### src/rtl/team_action_pkg.sv
// Shared costs, ship state encoding and direction type for the team action scheduler.
package team_action_pkg;

    localparam int FIRE_COST   = 30;
    localparam int SHIELD_COST = 25;
    localparam int CLOAK_COST  = 15;

    typedef logic [1:0] ship_state_t;

    localparam ship_state_t ST_IDLE     = 2'd0;
    localparam ship_state_t ST_COOLDOWN = 2'd1;
    localparam ship_state_t ST_CLOAK    = 2'd2;
    localparam ship_state_t ST_DEAD     = 2'd3;

    typedef enum logic [1:0] {
        DIR_RIGHT = 2'd0,
        DIR_DOWN  = 2'd1,
        DIR_LEFT  = 2'd2,
        DIR_UP    = 2'd3
    } dir_e;

    // Fire needs cost plus reserve; one extra bit so large reserves cannot wrap the compare.
    function automatic logic [8:0] fire_threshold(input int reserve);
        return 9'(FIRE_COST + reserve);
    endfunction

endpackage

### src/rtl/team_rr_fire_arbiter.sv
// Combinational k-of-N round-robin arbiter: grants up to MAX_FIRE requests starting at i_ptr.
module team_rr_fire_arbiter #(
    parameter int NUM_SHIPS = 3,
    parameter int MAX_FIRE  = 2,
    parameter int PTR_W     = 2
) (
    input  logic [NUM_SHIPS-1:0] i_req,
    input  logic [PTR_W-1:0]     i_ptr,
    output logic [NUM_SHIPS-1:0] o_grant,
    output logic [PTR_W-1:0]     o_next_ptr
);

    // First pass covers ptr..N-1, second pass wraps to 0..ptr-1.
    always_comb begin : arb
        int cnt;
        o_grant    = '0;
        o_next_ptr = i_ptr;
        cnt        = 0;
        for (int pass = 0; pass < 2; pass++) begin
            for (int j = 0; j < NUM_SHIPS; j++) begin
                if (((pass == 0) && (j >= int'(i_ptr))) ||
                    ((pass == 1) && (j <  int'(i_ptr)))) begin
                    if (i_req[j] && (cnt < MAX_FIRE)) begin
                        o_grant[j] = 1'b1;
                        cnt        = cnt + 1;
                        o_next_ptr = (j == NUM_SHIPS - 1) ? '0 : PTR_W'(j + 1);
                    end
                end
            end
        end
    end

endmodule

### src/rtl/team_action_scheduler.sv
// Per-ship action FSMs (cooldown, cloak hold, energy gating) feeding a round-robin fire arbiter;
// all game-facing outputs are registered.
module team_action_scheduler
    import team_action_pkg::*;
#(
    parameter int NUM_SHIPS     = 3,
    parameter int MAX_FIRE      = 2,
    parameter int FIRE_COOLDOWN = 2,
    parameter int CLOAK_HOLD    = 3,
    parameter int FIRE_RESERVE  = 10
) (
    input  logic                   i_clk,
    input  logic                   i_reset,
    input  logic [NUM_SHIPS-1:0]   i_fire_req,
    input  logic [2*NUM_SHIPS-1:0] i_fire_dir_req,
    input  logic [NUM_SHIPS-1:0]   i_shield_req,
    input  logic [NUM_SHIPS-1:0]   i_cloak_req,
    input  logic [8*NUM_SHIPS-1:0] i_energy,
    input  logic [NUM_SHIPS-1:0]   i_destroyed,
    output logic [NUM_SHIPS-1:0]   o_attempt_fire,
    output logic [NUM_SHIPS-1:0]   o_attempt_shield,
    output logic [NUM_SHIPS-1:0]   o_attempt_cloak,
    output logic [2*NUM_SHIPS-1:0] o_fire_dir,
    output logic [15:0]            o_fire_count
);

    localparam int          PTR_W       = (NUM_SHIPS > 1) ? $clog2(NUM_SHIPS) : 1;
    localparam logic [8:0]  FIRE_THRESH = fire_threshold(FIRE_RESERVE);

    ship_state_t            r_state   [NUM_SHIPS];
    logic [7:0]             r_cdCnt   [NUM_SHIPS];
    logic [7:0]             r_holdCnt [NUM_SHIPS];
    logic [PTR_W-1:0]       r_rrPtr;
    logic [NUM_SHIPS-1:0]   r_attemptFire;
    logic [NUM_SHIPS-1:0]   r_attemptShield;
    logic [NUM_SHIPS-1:0]   r_attemptCloak;
    logic [2*NUM_SHIPS-1:0] r_fireDir;
    logic [15:0]            r_fireCount;

    logic [NUM_SHIPS-1:0]   w_alive;
    logic [NUM_SHIPS-1:0]   w_inCloak;
    logic [NUM_SHIPS-1:0]   w_cloakEnergyOk;
    logic [NUM_SHIPS-1:0]   w_shieldGrant;
    logic [NUM_SHIPS-1:0]   w_cloakGrant;
    logic [NUM_SHIPS-1:0]   w_fireElig;
    logic [NUM_SHIPS-1:0]   w_fireGrant;
    logic [NUM_SHIPS-1:0]   w_holdCloak;
    logic [PTR_W-1:0]       w_nextPtr;
    ship_state_t            w_nextState [NUM_SHIPS];
    logic [7:0]             w_nextCd    [NUM_SHIPS];
    logic [7:0]             w_nextHold  [NUM_SHIPS];
    logic [16:0]            w_countSum;

    // Priority shield > cloak > fire; a ship being destroyed this cycle gets nothing.
    for (genvar g = 0; g < NUM_SHIPS; g++) begin : g_ship
        logic [7:0] w_energy;
        assign w_energy           = i_energy[8*g +: 8];
        assign w_alive[g]         = (r_state[g] != ST_DEAD) && !i_destroyed[g];
        assign w_inCloak[g]       = (r_state[g] == ST_CLOAK);
        assign w_cloakEnergyOk[g] = (w_energy >= 8'(CLOAK_COST));
        assign w_shieldGrant[g]   = w_alive[g] && i_shield_req[g] && (w_energy >= 8'(SHIELD_COST));
        assign w_cloakGrant[g]    = w_alive[g] && i_cloak_req[g] && w_cloakEnergyOk[g]
                                    && !w_inCloak[g] && !w_shieldGrant[g];
        assign w_fireElig[g]      = w_alive[g] && i_fire_req[g] && ({1'b0, w_energy} >= FIRE_THRESH)
                                    && (r_state[g] == ST_IDLE) && (r_cdCnt[g] == 8'd0)
                                    && !w_shieldGrant[g] && !w_cloakGrant[g];
    end

    team_rr_fire_arbiter #(
        .NUM_SHIPS (NUM_SHIPS),
        .MAX_FIRE  (MAX_FIRE),
        .PTR_W     (PTR_W)
    ) u_arbiter (
        .i_req      (w_fireElig),
        .i_ptr      (r_rrPtr),
        .o_grant    (w_fireGrant),
        .o_next_ptr (w_nextPtr)
    );

    // The cooldown counter runs independently of the state so it keeps counting through a cloak;
    // fire is only eligible once it has drained, even if an early cloak exit lands in IDLE.
    always_comb begin
        for (int i = 0; i < NUM_SHIPS; i++) begin
            w_nextState[i] = r_state[i];
            w_nextCd[i]    = (r_cdCnt[i] != 8'd0) ? (r_cdCnt[i] - 8'd1) : 8'd0;
            w_nextHold[i]  = r_holdCnt[i];
            w_holdCloak[i] = 1'b0;
            if (r_state[i] == ST_DEAD) begin
                w_nextCd[i]   = 8'd0;
                w_nextHold[i] = 8'd0;
            end else if (i_destroyed[i]) begin
                w_nextState[i] = ST_DEAD;
                w_nextCd[i]    = 8'd0;
                w_nextHold[i]  = 8'd0;
            end else if (w_cloakGrant[i]) begin
                w_nextState[i] = ST_CLOAK;
                w_nextHold[i]  = 8'(CLOAK_HOLD);
            end else if (r_state[i] == ST_CLOAK) begin
                if (w_shieldGrant[i] || !w_cloakEnergyOk[i] || (r_holdCnt[i] <= 8'd1)) begin
                    w_nextState[i] = ST_IDLE;
                    w_nextHold[i]  = 8'd0;
                end else begin
                    w_nextHold[i]  = r_holdCnt[i] - 8'd1;
                    w_holdCloak[i] = 1'b1;
                end
            end else if (w_fireGrant[i]) begin
                w_nextCd[i]    = 8'(FIRE_COOLDOWN);
                w_nextState[i] = (FIRE_COOLDOWN == 0) ? ST_IDLE : ST_COOLDOWN;
            end else if ((r_state[i] == ST_COOLDOWN) && (r_cdCnt[i] <= 8'd1)) begin
                w_nextState[i] = ST_IDLE;
            end
        end
    end

    always_comb begin
        w_countSum = {1'b0, r_fireCount};
        for (int i = 0; i < NUM_SHIPS; i++) begin
            w_countSum = w_countSum + 17'(w_fireGrant[i]);
        end
    end

    always_ff @(posedge i_clk) begin
        if (i_reset) begin
            r_rrPtr         <= '0;
            r_attemptFire   <= '0;
            r_attemptShield <= '0;
            r_attemptCloak  <= '0;
            r_fireDir       <= '0;
            r_fireCount     <= 16'd0;
            for (int i = 0; i < NUM_SHIPS; i++) begin
                r_state[i]   <= ST_IDLE;
                r_cdCnt[i]   <= 8'd0;
                r_holdCnt[i] <= 8'd0;
            end
        end else begin
            r_rrPtr         <= w_nextPtr;
            r_attemptFire   <= w_fireGrant;
            r_attemptShield <= w_shieldGrant;
            r_attemptCloak  <= w_cloakGrant | w_holdCloak;
            r_fireCount     <= w_countSum[16] ? 16'hFFFF : w_countSum[15:0];
            for (int i = 0; i < NUM_SHIPS; i++) begin
                r_state[i]   <= w_nextState[i];
                r_cdCnt[i]   <= w_nextCd[i];
                r_holdCnt[i] <= w_nextHold[i];
                if (w_fireGrant[i]) begin
                    r_fireDir[2*i +: 2] <= i_fire_dir_req[2*i +: 2];
                end
            end
        end
    end

    assign o_attempt_fire   = r_attemptFire;
    assign o_attempt_shield = r_attemptShield;
    assign o_attempt_cloak  = r_attemptCloak;
    assign o_fire_dir       = r_fireDir;
    assign o_fire_count     = r_fireCount;

endmodule

### config.mk
export PLATFORM = sky130hd
export DESIGN_NAME = team_action_scheduler
export DESIGN_NICKNAME = d
export VERILOG_FILES = /design/src/rtl/team_action_pkg.sv /design/src/rtl/team_rr_fire_arbiter.sv /design/src/rtl/team_action_scheduler.sv
export SDC_FILE = /design/constraint.sdc
export NUM_CORES = 1
export LEC_CHECK = 0
export BUFFER_PORTS_ARGS = -buffer_cell sky130_fd_sc_hd__clkbuf_2
export CAP_MARGIN = 5
export CORE_MARGIN = 2
export CORE_UTILIZATION = 38
export CTS_CLUSTER_DIAMETER = 100
export DETAILED_ROUTE_END_ITERATION = 6
export PLACE_DENSITY = 0.68
export SETUP_SLACK_MARGIN = 0.2
export SKIP_LAST_GASP = 1
export SYNTH_ARGS = -nofsm -noshare
export SYNTH_HDL_FRONTEND = slang
export SYNTH_HIERARCHICAL = 1
export SYNTH_SLANG_ARGS = --single-unit
### constraint.sdc
create_clock -name i_clk -period 13.3 [get_ports i_clk]
set_input_delay 0.665 -clock i_clk [delete_from_list [all_inputs] [get_ports i_clk]]
set_output_delay 0.665 -clock i_clk [all_outputs]
set_load 0.05 [all_outputs]
# After elaboration in Yosys (flattened, before gate mapping)
# Memories as Yosys holds them, arrays and structs flattened.
# Cells that the tools add are included.
word_totals:
  regBits: 33
  mem_bits_rw: 54
  elab_cells: 265
  mem_count: 3
op_classes:
  n_addsub: 13
  magnitude_cmp: 26
  eq_ne: 12
  n_mux: 116
  bitwise: 10
  n_reduce_logical: 77
mem_list:
  columns: ["name", "words", "width", "read_ports", "rd_clocked_by_memory_dff", "write_ports", "line_no", "rtl"]
  rows:
  - ["r_cdCnt", 3, 8, 3, 0, 3, "team_action_scheduler.sv:31", "logic [7:0] r_cdCnt [NUM_SHIPS];"]
  - ["r_holdCnt", 3, 8, 3, 0, 3, "team_action_scheduler.sv:32", "logic [7:0] r_holdCnt [NUM_SHIPS];"]
  - ["r_state", 3, 2, 3, 0, 3, "team_action_scheduler.sv:30", "ship_state_t r_state [NUM_SHIPS];"]
op_table:
  columns: ["op", "count"]
  rows:
  - ["$mux 8", 39]
  - ["$mux 32", 8]
  - ["$lt 32x3->1 const B", 5]
  - ["$add 32x2->32 const B", 4]
  - ["$mux 2", 36]
  - ["$le 8x1->1 const B", 6]
  - ["$sub 8x1->8 const B", 6]
  - ["$logic_and 1x1->1", 47]
  - ["$add 17x1->17", 2]
  - ["$mux 1", 32]
  - ["$ge 8x4->1 const B", 3]
  - ["$ge 8x5->1 const B", 3]
  - ["$ge 8x6->1 const B", 3]
  - ["$logic_not 8->1", 3]
  - ["$reduce_bool 8->1", 3]
  - ["$add 16x1->17", 1]
  - ["$mux 16", 1]
  - ["$logic_not 1->1", 15]
  - ["$eq 2x2->1 const B", 6]
  - ["$or 1x1->1", 9]
  - ["$eq 2x1->1 const B", 3]
  - ["$logic_not 2->1", 3]
  - ["$logic_or 1x1->1", 6]
  - ["$ne 2x2->1 const B", 3]
  - ["5 further kinds", 7]

# Depth between registers and ports, before layout
# Gate-level depths: netlist of the first run.
# An unclocked memory read counts as a cell.
depth:
  word_depth: 37
  mapped_depth: 26
  depth_no_buf: 26

# Hierarchy
# Netlist of the first run, hierarchy kept.
modules_own_cells:
  columns: ["mod", "n_inst", "cells_per_inst", "area_per_inst_um2", "seq_area_each_um2"]
  rows:
  - ["team_action_scheduler", 1, 475, 4125.2, 1741.7]
  - ["team_rr_fire_arbiter", 1, 52, 351.6, 0.0]

# Least setup slack after synthesis of the first run
# OpenSTA, ideal clock, no wires.
synth_timing:
  path_type: "input port to flip-flop"
  startpoint: "in i_energy[7]"
  endpoint: "reg r_fireCount[13], in the netlist o_fire_count[13]"
  arrival_ns: 6.225
  required_ns: 13.222
  slack_ns: 6.997
  cell_stages: 25
  path_buffers: 0
  cell_sequence: "or3_1 -> or3_1 -> nand4_1 -> and3_1 -> nand2b_1 -> nor2_1 -> ha_1 -> nor2b_1 -> ha_1 -> a21oi_1 -> o21ai_0 -> ha_1 -> a31o_1 -> ha_1 -> o21ai_0 -> o21ai_1 -> a31oi_1 -> fa_1 -> ha_1 -> fa_1 -> nand2_1 -> nor4_1 -> nand2_1 -> and3_1 -> nor3_1"
synth_via:
  elab_chain_cells: 30
  word_cells_on_any_way: 54
  cone_classes: "add/sub (7); order compare (8); mux (23); reduce/logical (16)"
synth_lines:
  columns: ["item", "line_no", "rtl"]
  rows:
  - ["start, declared", "team_action_scheduler.sv:18", "input logic [8*NUM_SHIPS-1:0] i_energy,"]
  - ["$ge 8x6->1, or another cell as far along", "team_action_scheduler.sv:64", "assign w_fireElig[g] = w_alive[g] && i_fire_req[g] && ({1'b0, w_energy} >= FIRE_THRESH)"]
  - ["$logic_and 1x1->1 (on tied branches)", "team_action_scheduler.sv:64, team_action_scheduler.sv:61, team_action_scheduler.sv:62", null]
  - ["$logic_and 1x1->1, or another cell as far along", "team_action_scheduler.sv:65", "&& (r_state[g] == ST_IDLE) && (r_cdCnt[g] == 8'd0)"]
  - ["$logic_and 1x1->1 (on tied branches)", "team_action_scheduler.sv:65, team_action_scheduler.sv:63", null]
  - ["$logic_and 1x1->1 or $logic_not 1->1 (tied branches)", "team_action_scheduler.sv:66", "&& !w_shieldGrant[g] && !w_cloakGrant[g];"]
  - ["$logic_and 1x1->1 (*)", "team_action_scheduler.sv:66", null]
  - ["net w_fireElig[0]", "team_action_scheduler.sv:45", "logic [NUM_SHIPS-1:0] w_fireElig;"]
  - ["$mux 1", "team_rr_fire_arbiter.sv:23", "if (i_req[j] && (cnt < MAX_FIRE)) begin"]
  - ["(+16 left out)", null, null]
  - ["$mux 32", "team_rr_fire_arbiter.sv:21", "if (((pass == 0) && (j >= int'(i_ptr))) ||"]
  - ["$lt 32x3->1", "team_rr_fire_arbiter.sv:23", null]
  - ["$logic_and 1x1->1", "team_rr_fire_arbiter.sv:23", null]
  - ["$mux 1", "team_rr_fire_arbiter.sv:23", null]
  - ["$mux 1 (*)", "team_rr_fire_arbiter.sv:21", null]
  - ["net w_fireGrant[2]", "team_action_scheduler.sv:46", "logic [NUM_SHIPS-1:0] w_fireGrant;"]
  - ["$add 17x1->17 (*)", "team_action_scheduler.sv:118", "w_countSum = w_countSum + 17'(w_fireGrant[i]);"]
  - ["$mux 16 (*)", "team_action_scheduler.sv:140", "r_fireCount <= w_countSum[16] ? 16'hFFFF : w_countSum[15:0];"]
  - ["end signal, assigned", "team_action_scheduler.sv:140", null]
  - ["end, declared", "team_action_scheduler.sv:38", "logic [15:0] r_fireCount;"]
# Mark *: on every way through the listed nets, which the timed path passes. The rest lies on a longest branch.
# A chain may end at the register's enable or synchronous reset.

# Worst setup path after layout of the first run
layout_timing:
  startpoint: "in i_energy[14]"
  endpoint: "reg r_fireCount[13], in the netlist o_fire_count[13]"
layout_via:
  elab_chain_cells: 27
  word_cells_on_any_way: 48
  cone_classes: "add/sub (6); order compare (7); mux (19); reduce/logical (16)"
layout_lines:
  columns: ["item", "line_no"]
  rows:
  - ["$ge 8x6->1, or another cell as far along", "team_action_scheduler.sv:64"]
  - ["$logic_and 1x1->1 (on tied branches)", "team_action_scheduler.sv:64, team_action_scheduler.sv:61, team_action_scheduler.sv:62"]
  - ["$logic_and 1x1->1, or another cell as far along", "team_action_scheduler.sv:65"]
  - ["$logic_and 1x1->1 (on tied branches)", "team_action_scheduler.sv:65, team_action_scheduler.sv:63"]
  - ["$logic_and 1x1->1 or $logic_not 1->1 (tied branches)", "team_action_scheduler.sv:66"]
  - ["$logic_and 1x1->1 (*)", "team_action_scheduler.sv:66"]
  - ["net w_fireElig[1]", "team_action_scheduler.sv:45"]
  - ["$logic_and 1x1->1", "team_rr_fire_arbiter.sv:23"]
  - ["(+13 left out)", null]
  - ["$mux 32", "team_rr_fire_arbiter.sv:21"]
  - ["$lt 32x3->1", "team_rr_fire_arbiter.sv:23"]
  - ["$logic_and 1x1->1", "team_rr_fire_arbiter.sv:23"]
  - ["$mux 1", "team_rr_fire_arbiter.sv:23"]
  - ["$mux 1 (*)", "team_rr_fire_arbiter.sv:21"]
  - ["net w_fireGrant[2]", "team_action_scheduler.sv:46"]
  - ["$add 17x1->17 (*)", "team_action_scheduler.sv:118"]
  - ["$mux 16 (*)", "team_action_scheduler.sv:140"]
# Marked as above.

==> flow_summary_export.csv, run 1 <==
group,metric,value,unit
clock_tree,cts_buffer_depth,2,
detailed_routing,route.vias.total,3942,
global_routing,grt_pass1_vias,3829,
power,p_leak,2.197,nW
floorplanning,fp-row-count,39,
floorplanning,die_y,112.5,um
floorplanning,start_util,39.04,%
power,p_per_area,184.7,nW/um2
synth,synth_top_area_share,38.90,%
clock_tree,numCtsBuffers,9,
timing,setup_viol,0,
timing,drv_slew,0,
clock_tree,postCtsSetupBuffers,0,
timing,finalClockSkew,0.005166,ns
synth,yosysWarnings,6,
setup_path,startpoint_type,"input pin",
synth,synth_fp_nets,594,
clock_tree,clkLatencyLatePin,0.34,ns
setup_path,cp.arrival,7.95,ns
floorplanning,die_w,112.5,um
floorplanning,fp.coreArea,11470,um2
clock_tree,root_buffer,"clkbuf_16",
power,peakVddDrop,0.0001086,V
run_status,outcome,"completed",
finish,layout-drive-gt1-share,16.61,%
finish,fin_util,46.36,%
setup_path,crit_path_end_kind,"flip-flop",
synth,synthTopCellsByCount,"90 x nor2_1, 87 x dfxtp_1, 37 x xnor2_1",
finish,antenna_cells,0,
placement,place_ws,5.366,ns
synth,synthesis.area,4477,um2
placement,numPortBuffers,74,
setup_path,cp.required,13.57,ns
detailed_routing,drc,0,
detailed_routing,drt_iter0_drc,188,
setup_path,cp_max_fo,11,
clock_tree,htree_levels,3,
detailed_routing,vias_per_cell,5.291,
detailed_routing,wirelength,9914,um
placement,placed_cells,729,
floorplanning,die_area,12670,um2
synth,synth_edf_count,0,
setup_path,rrSetupSlack,5.83,ns
clock_tree,clk_pin_slew,0.06,ns
placement,routabilityCongestion,0.8871,
global_routing,grt_max_degree,46,
timing,fin_ws,5.615,ns
synth,synthArstFlopShare,0,%
run,maxCapViolCount,0,
timing,max_freq,0.1301,GHz
global_routing,grt_usage,16.17,%
finish,fillers,1067,
synth,synth_area_leader_cell,"dfxtp_1",
timing,finalSetupTns,0,ns
timing,hold_violations,0,
finish,area_delta_synth_final,18.75,%
global_routing,grt_pass1_wl,16970,um
synth,seq_area_frac_synth,38.90,%
min_path,hold_path.class,"reg -> reg",
floorplanning,boundaryPins,75,
timing,max_slew.worst_pin.slew,1.011,ns
synth,synth_cell_types,56,
setup_path,timing_worst_setup_path_type,"in -> reg",
finish,stdcell_count,745,
detailed_routing,ant_nets,0,
clock_tree,clock_sinks,87,
timing,rsz0062_at_grt,"false",
finish,final_cell_area,5316,um2
clock_tree,post_cts_resized,0,
placement,dp_hpwl,7456,um
synth,synth_most_common_cell,"nor2_1",
clock_tree,holdBufCountCts,0,
timing,slew-limit-headroom,31.95,%
global_routing,globalRouteOverflowTotal,0,
finish,nets,664,
global_routing,antenna_found_initial,0,
timing,fin_crit,7.685,ns
placement,placed_cell_area,4970,um2
synth,synth-seq-cells,87,
timing,finalCritPeriodShare,57.79,%
synth,yosys-top-cells-area,"dfxtp_1 39%, nor2_1 7.5%, xnor2_1 7.2%",
detailed_routing,wire_per_inst,13.31,um
clock_tree,cts_tree,"built",
synth,ys.flop_type,"dfxtp_1",
synth,syn_inst,527,
synth,syn_area_per_cell,8.495,um2
detailed_routing,drt-pass1-iter-count,4,
metal layers:
layer  global-route usage [%]  vias to the layer above  wire length [um]
li1                         -                     1998                 -
met1                    19.62                     1851              4571
met2                    27.07                       81              4742
met3                    3.078                       12               368
met4                    8.699                        0               231
met5                        0                        -                 0
cells by family after synthesis:
logic type	share of synthesized area (%)
AO/OA/AOI/OAI	12.61
XOR/XNOR	9.195
adder cells (fa/ha/maj)	6.764
buffers and inverters	3.186
flip-flops	38.90
multiplexers	1.817
AND/OR/NAND/NOR	27.53
metrics by stage:
stage,power [mW],hold WS (ns)
2_1_floorplan,0.6302,0.4405
3_3_place_gp,0.6854,0.4669
3_5_place_dp,0.6968,0.4705
4_1_cts,0.9903,0.4843
5_1_grt,1.056,0.5031
6_report,0.9819,0.4816
path summary, 6_finish.rpt:
path,depth (start not counted),endpoint,start
worst max-delay path,24,o_fire_count[13],i_energy[14]
worst min-delay path,2,r_holdCnt[0][2],r_holdCnt[0][2]
worst max register to register,25,o_fire_count[13],r_cdCnt[0][3]
worst min register to register,2,r_holdCnt[0][2],r_holdCnt[0][2]
worst max-delay path, stage by stage:
cell and delay, ns:
clkbuf_2 0.09, or3_1 0.36, o211ai_1 0.38, nand4_1 0.42, and4_1 0.37, ha_1 0.35
nor2b_1 0.14, ha_1 0.31, a21oi_1 0.29, o21ai_0 0.18, ha_1 0.38, a31o_1 0.20
ha_1 0.30, o21ai_0 0.14, o21ai_1 0.08, a31oi_1 0.68, fa_1 0.29, ha_1 0.18
fa_1 0.25, nand2_1 0.11, nor4_1 0.83, nand2_1 0.47, and3_1 0.34, nor3_1 0.15
registers in the layout (all words and copies together) (netlist names):
register and cells:
o_attempt_cloak 3, o_attempt_fire 3, o_attempt_shield 3, o_fire_count 16, o_fire_dir 6, r_cdCnt 24, r_holdCnt 24, r_rrPtr 2
r_state 6
power breakdown:
part           internal (mW)  leakage, nW  total (mW)  switching, mW
clock network          0.184        0.158       0.289          0.105
logic                  0.166         1.33       0.351          0.185
registers              0.302        0.707       0.342         0.0401
placed cells by master (no fill, tap or decap), types with 5 or more instances in the layout:
cell type and n:
nand2_1 22, inv_1 21, nor2_1 90, xor2_1 10, nand4_1 9, and2_1 5
a21oi_1 29, clkbuf_16 9, nand3_1 15, o21ai_0 9, clkbuf_2 74, and4_1 5
or4_1 10, ha_1 21, dfxtp_1 87, nor3_1 19, nor2b_1 9, o211ai_1 6
nand2b_1 11, nor4_1 8, xnor2_1 37, mux2i_1 7, or3_1 10, a31oi_1 15
and3_1 7
layout make-up:
type	instances	area [um2]	share of cell area [%]
clock buffer	9	225.2	4.236
clock inverter	7	121.4	2.283
inverter	21	78.83	1.483
multi-input combinational	403	2592	48.76
sequential	87	1742	32.76
tap	143	178.9	3.366
timing repair buffer	75	377.9	7.108
No activity file was read; power rests on OpenSTA's default activity.
==> run 2: changes to the inputs <==
--- a/config.mk
+++ b/config.mk
@@ -11,7 +11,7 @@
 export CORE_UTILIZATION = 38
 export CTS_CLUSTER_DIAMETER = 100
 export DETAILED_ROUTE_END_ITERATION = 6
-export PLACE_DENSITY = 0.68
+export PLACE_DENSITY = 0.7
 export SETUP_SLACK_MARGIN = 0.2
 export SKIP_LAST_GASP = 1
 export SYNTH_ARGS = -nofsm -noshare
==> constraint.sdc (replaced) <==
create_clock -name i_clk -period 6.2 [get_ports i_clk]
set_input_delay 0.31 -clock i_clk [delete_from_list [all_inputs] [get_ports i_clk]]
set_output_delay 0.31 -clock i_clk [all_outputs]
set_load 0.05 [all_outputs]
==> run 2 against run 1 <==
Compared with the run above:
- combinational power grew 140%
- sequential share of layout area down 1.0 points
- clock-buffer cell count is the same
- critical path type is now reg -> reg
- first-iteration DRC count increased by 48%
- hold slack worse by 0.27 ns
- die area unchanged
- setup slack lost 5.1 ns
- non-clock buffer count rose by 21
==> flow_summary_export.csv, run 2 (same netlist as run 1, synthesis figures left out) <==
group,metric,value,unit
clock_tree,clock_sinks,87,
timing,finalCritPeriodShare,91.26,%
setup_path,timing_worst_setup_path_type,"reg -> reg",
detailed_routing,drt-pass1-iter-count,4,
timing,finalClockSkew,0.006085,ns
floorplanning,fp-row-count,39,
clock_tree,cts_tree,"built",
setup_path,cp_common_cell,"ha_1",
clock_tree,numCtsBuffers,9,
finish,antenna_cells,0,
setup_path,critPathMaxStageDelay,0.57,ns
floorplanning,boundaryPins,75,
setup_path,reg2reg_from,"r_cdCnt[0][2]",
floorplanning,start_util,39.04,%
setup_path,cp.arrival,5.92,ns
min_path,worstHoldStart,"i_fire_dir_req[0]",
clock_tree,clkLatencyLatePin,0.34,ns
timing,max_freq,0.1767,GHz
placement,placed_cells,743,
detailed_routing,vias_per_cell,5.268,
floorplanning,die_area,12670,um2
global_routing,grt_pass1_wl,17370,um
detailed_routing,wire_per_inst,13.18,um
power,p_leak,2.328,nW
clock_tree,root_buffer,"clkbuf_16",
placement,numPortBuffers,74,
placement,routabilityCongestion,0.8418,
timing,fin_crit,5.658,ns
setup_path,startpoint_type,"flip-flop",
floorplanning,die_y,112.5,um
detailed_routing,wirelength,10100,um
timing,finalSetupTns,0,ns
timing,rsz0062_at_grt,"false",
setup_path,startpoint,"r_cdCnt[0][2]",
timing,drv_slew,0,
detailed_routing,ant_nets,0,
finish,final_cell_mix,"90 x nor2_1, 86 x dfxtp_1, 74 x clkbuf_2",
global_routing,antenna_found_initial,0,
placement,dp_hpwl,7421,um
global_routing,grt_pass1_vias,3914,
global_routing,grt_max_degree,46,
power,p_per_area,377.5,nW/um2
min_path,hold_path.class,"in -> reg",
finish,nets,685,
timing,max_slew.worst_pin.slew,0.5002,ns
global_routing,globalRouteOverflowTotal,0,
detailed_routing,route.vias.total,4035,
finish,layout-drive-gt1-share,21.99,%
finish,fillers,1084,
timing,hold_violations,0,
timing,slew-limit-headroom,66.51,%
clock_tree,htree_levels,3,
setup_path,cp_max_fo,10,
run,maxCapViolCount,0,
detailed_routing,drt_iter0_drc,278,
finish,area_delta_synth_final,22.67,%
floorplanning,die_w,112.5,um
floorplanning,fp.coreArea,11470,um2
detailed_routing,drc,0,
power,peakVddDrop,0.0001872,V
run_status,outcome,"completed",
finish,final_common_cell,"nor2_1",
global_routing,grt_usage,16.30,%
clock_tree,cts_buffer_depth,2,
setup_path,crit_path_end_kind,"flip-flop",
finish,stdcell_count,766,
setup_path,cp.required,6.46,ns
setup_path,cpMaxStageDelayCell,"fa_1",
timing,setup_viol,0,
clock_tree,clk_pin_slew,0.06,ns
==> run 2: cell count changes in the layout (fill, tap and decap cells not counted), sizes merged <==
cell      change
buf          +21
clkinvlp      -1
bufinv        -3
clkinv        +1
inv           +3
==> run 2: critical path, delay by kind of cell (launching register included) <==
family          cells  cell delay (ns)
compound gates      6             0.74
fa+ha+maj           7             2.19
buf+inv             1             0.18
flops               1             0.34
simple gates       11             2.13
==> run 2: final cells by class <==
class                      count  area (um2)  share of cell area, %
timing repair buffer          96       535.5                  9.752
clock inverter                 7       55.05                  1.003
inverter                      21       78.83                  1.435
multi-input combinational    403        2675                  48.71
clock buffer                   9       225.2                  4.101
sequential                    87        1743                  31.74
tap                          143       178.9                  3.258
==> run 2: repair_timing <==
item                                    4_1_cts  5_1_grt
endpoints found under the setup margin       16       16
hold buffers                                  0        0
pin swaps                                     0       11
resized for setup                             4       17
buffers inserted                              0        7
cloned                                        0        0
==> run 2: per-layer routing <==
layer	wire length [um]	vias up	track usage, %
met3	314	11	2.214
met4	152	0	6.423
met1	4546	1901	19.93
met5	0	-	0
met2	5082	77	28.90
li1	-	2046	-
==> run 2: metrics by stage <==
step,hold slack [ns],total power [mW],util (%),instance area [um2],worst slack (ns)
2_1_floorplan,0.4405,1.352,-,4477,0.2517
3_3_place_gp,0.4634,1.499,44.26,5075,0.1421
3_5_place_dp,0.4666,1.528,44.26,5075,-0.1602
4_1_cts,0.2053,2.053,46.93,5381,0.2604
5_1_grt,0.2318,2.216,47.89,5492,0.1535
6_report,0.2152,2.073,47.89,5492,0.5417
==> run 2: power by group <==
| group | internal, mW | total (mW) | leakage (nW) | switching (mW) |
|---|---|---|---|---|
| clock | 0.276 | 0.510 | 0.133 | 0.235 |
| sequential | 0.647 | 0.735 | 0.707 | 0.0883 |
| combinational | 0.405 | 0.827 | 1.49 | 0.422 |
| total | 1.33 | 2.07 | 2.33 | 0.745 |
==> run 2: final timing paths <==
| path | endpoint | slack [ns] | depth (start not counted) |
|---|---|---|---|
| worst max-delay path | o_fire_count[11] | 0.54 | 25 |
| worst min-delay path | o_fire_dir[0] | 0.22 | 3 |
| worst min register to register | r_holdCnt[0][2] | 0.48 | 2 |
| worst max register to register | o_fire_count[11] | 0.54 | 25 |
==> run 3: changes to the inputs <==
--- a/config.mk
+++ b/config.mk
@@ -7,11 +7,12 @@
 export LEC_CHECK = 0
 export BUFFER_PORTS_ARGS = -buffer_cell sky130_fd_sc_hd__clkbuf_2
 export CAP_MARGIN = 5
+export CORE_ASPECT_RATIO = 0.8
 export CORE_MARGIN = 2
-export CORE_UTILIZATION = 38
+export CORE_UTILIZATION = 50
 export CTS_CLUSTER_DIAMETER = 100
 export DETAILED_ROUTE_END_ITERATION = 6
-export PLACE_DENSITY = 0.7
+export PLACE_DENSITY = 0.85
 export SETUP_SLACK_MARGIN = 0.2
 export SKIP_LAST_GASP = 1
 export SYNTH_ARGS = -nofsm -noshare
==> run 3 against run 2 <==
Compared with the run above:
- power fell by 8.1%
- combinational power rose by 0.5%
- final area fell by 1.8%
- critical path type unchanged
- clock skew rose by 0.0018 ns
- first-iteration DRC count fell by 12%
- non-clock buffer count rose by 5
- sequential power barely moved
- routed wire length rose by 0.68%
- clock power fell by 34%
- die area fell by 23%
- fmax fell by 3.4%
- setup slack got worse by 0.20 ns
==> flow_summary_export.csv, run 3 (same netlist as run 1, synthesis figures left out) <==
group,metric,value,unit
run_status,outcome,"completed",
setup_path,cp_max_fo,6,
timing,finalSetupTns,0,ns
placement,place_ws,-0.3506,ns
finish,nets,690,
floorplanning,die_w,109.8,um
placement,placed_cell_area,5029,um2
timing,slew-limit-headroom,66.54,%
floorplanning,fp.coreArea,8596,um2
finish,final_cell_area,5393,um2
floorplanning,start_util,52.08,%
timing,fin_hold_ws,0.1754,ns
clock_tree,clk_pin_slew,0.08,ns
floorplanning,boundaryPins,75,
timing,fin_ws,0.3406,ns
finish,area_delta_synth_final,20.46,%
finish,layout-drive-gt1-share,23.09,%
timing,finalCritPeriodShare,94.51,%
placement,placed_cells,711,
clock_tree,clkLatencyLatePin,0.37,ns
global_routing,grt_pass1_vias,3708,
finish,stdcell_count,740,
finish,fin_util,62.74,%
finish,antenna_cells,0,
floorplanning,die_area,9731,um2
clock_tree,cts_buffer_depth,2,
detailed_routing,drt_iter0_drc,244,
detailed_routing,route.vias.total,4091,
global_routing,grt_max_degree,46,
placement,routabilityCongestion,0.8988,
clock_tree,root_buffer,"clkbuf_8",
power,p_total,1.904,mW
timing,hold_violations,0,
detailed_routing,drt-pass1-iter-count,5,
clock_tree,clock_sinks,87,
min_path,whs_endpoint,"o_fire_dir[4]",
global_routing,grt_usage,21.35,%
finish,final_cell_mix,"89 x nor2_1, 85 x dfxtp_1, 74 x clkbuf_2",
finish,fillers,725,
setup_path,crit_path_end_kind,"flip-flop",
detailed_routing,vias_per_cell,5.528,
timing,fin_crit,5.859,ns
global_routing,antenna_found_initial,0,
timing,finalClockSkew,0.007870,ns
detailed_routing,wirelength,10170,um
clock_tree,numCtsBuffers,9,
detailed_routing,wire_per_inst,13.74,um
global_routing,globalRouteOverflowTotal,0,
timing,max_freq,0.1707,GHz
setup_path,cp.required,6.51,ns
setup_path,rrSetupSlack,0.34,ns
placement,numPortBuffers,74,
global_routing,grt_pass1_wl,16370,um
setup_path,reg2reg_from,"r_cdCnt[0][5]",
setup_path,timing.rr.end,"o_fire_count[13]",
setup_path,timing_worst_setup_path_type,"reg -> reg",
power,p_leak,2.321,nW
setup_path,startpoint_type,"flip-flop",
clock_tree,holdBufCountCts,0,
floorplanning,die_y,88.64,um
timing,drv_slew,0,
power,peakVddDrop,0.0001670,V
clock_tree,cts_tree,"built",
run,maxCapViolCount,0,
placement,dp_hpwl,7188,um
power,p_per_area,353.2,nW/um2
min_path,holdPathStages,3,
timing,max_slew.worst_pin.slew,0.5012,ns
detailed_routing,ant_nets,0,
timing,rsz0062_at_grt,"false",
min_path,worstHoldStart,"i_fire_dir_req[4]",
finish,final_common_cell,"nor2_1",
setup_path,cp.arrival,6.16,ns
detailed_routing,drc,0,
setup_path,reg2reg_depth,25,
floorplanning,fp-row-count,30,
min_path,hold_path.class,"in -> reg",
timing,setup_viol,0,
clock_tree,htree_levels,3,
[run 3: how the worst max path moves through the flow]
stage                   from                to  cells after the start
2_1_floorplan    i_energy[7]  o_fire_count[13]                     25
3_3_place_gp     i_energy[7]  o_fire_count[14]                     26
3_5_place_dp     i_energy[7]  o_fire_count[13]                     26
4_1_cts        r_cdCnt[0][3]   o_fire_count[8]                     25
5_1_grt        r_cdCnt[0][5]  o_fire_count[14]                     25
6_report       r_cdCnt[0][5]  o_fire_count[13]                     25
[run 3: layer usage]
layer | wire length, um | vias up | global-route usage, %
li1 | - | 2060 | -
met1 | 4710 | 1941 | 27.41
met2 | 4942 | 82 | 34.86
met3 | 402 | 8 | 6.333
met4 | 109 | 0 | 6.444
met5 | 0 | - | 0
[run 3: area by class of cell]
| type | count | area, um2 | share of cell area, % |
|---|---|---|---|
| multi-input combinational | 403 | 2700 | 50.07 |
| sequential | 87 | 1744 | 32.34 |
| timing repair buffer | 101 | 573.1 | 10.63 |
| tap | 112 | 140.1 | 2.599 |
| clock buffer | 11 | 131.4 | 2.436 |
| inverter | 21 | 78.83 | 1.462 |
| clock inverter | 5 | 25.02 | 0.4640 |
[run 3: timing repair]
item | 4_1_cts | 5_1_grt
buffers inserted | 0 | 13
pin swaps | 0 | 18
resized for setup | 5 | 22
endpoints found under the setup margin | 16 | 16
[run 3: worst max-delay path: stages (launching register included)]
cell and delay (ns):
dfxtp_2 0.33, or4_4 0.56, nor3_4 0.20, and2_4 0.17, and3_4 0.20, nand2b_4 0.07
nor2_2 0.11, ha_1 0.26, nor2b_1 0.15, ha_1 0.35, nand3b_1 0.15, buf_4 0.19
a32o_2 0.25, a31o_1 0.21, ha_1 0.31, o21ai_1 0.07, o21ai_1 0.09, a31oi_2 0.14
fa_1 0.58, ha_2 0.20, fa_2 0.26, nand2_4 0.08, nor4_4 0.42, nand2_1 0.11
and3_1 0.20, nor3_2 0.14
[run 3: report_power, final]
part	total, mW	switching (mW)	internal, mW	leakage [nW]
combinational	0.831	0.425	0.406	1.53
sequential	0.737	0.0901	0.647	0.708
clock	0.337	0.194	0.142	0.0866
total	1.90	0.709	1.20	2.32
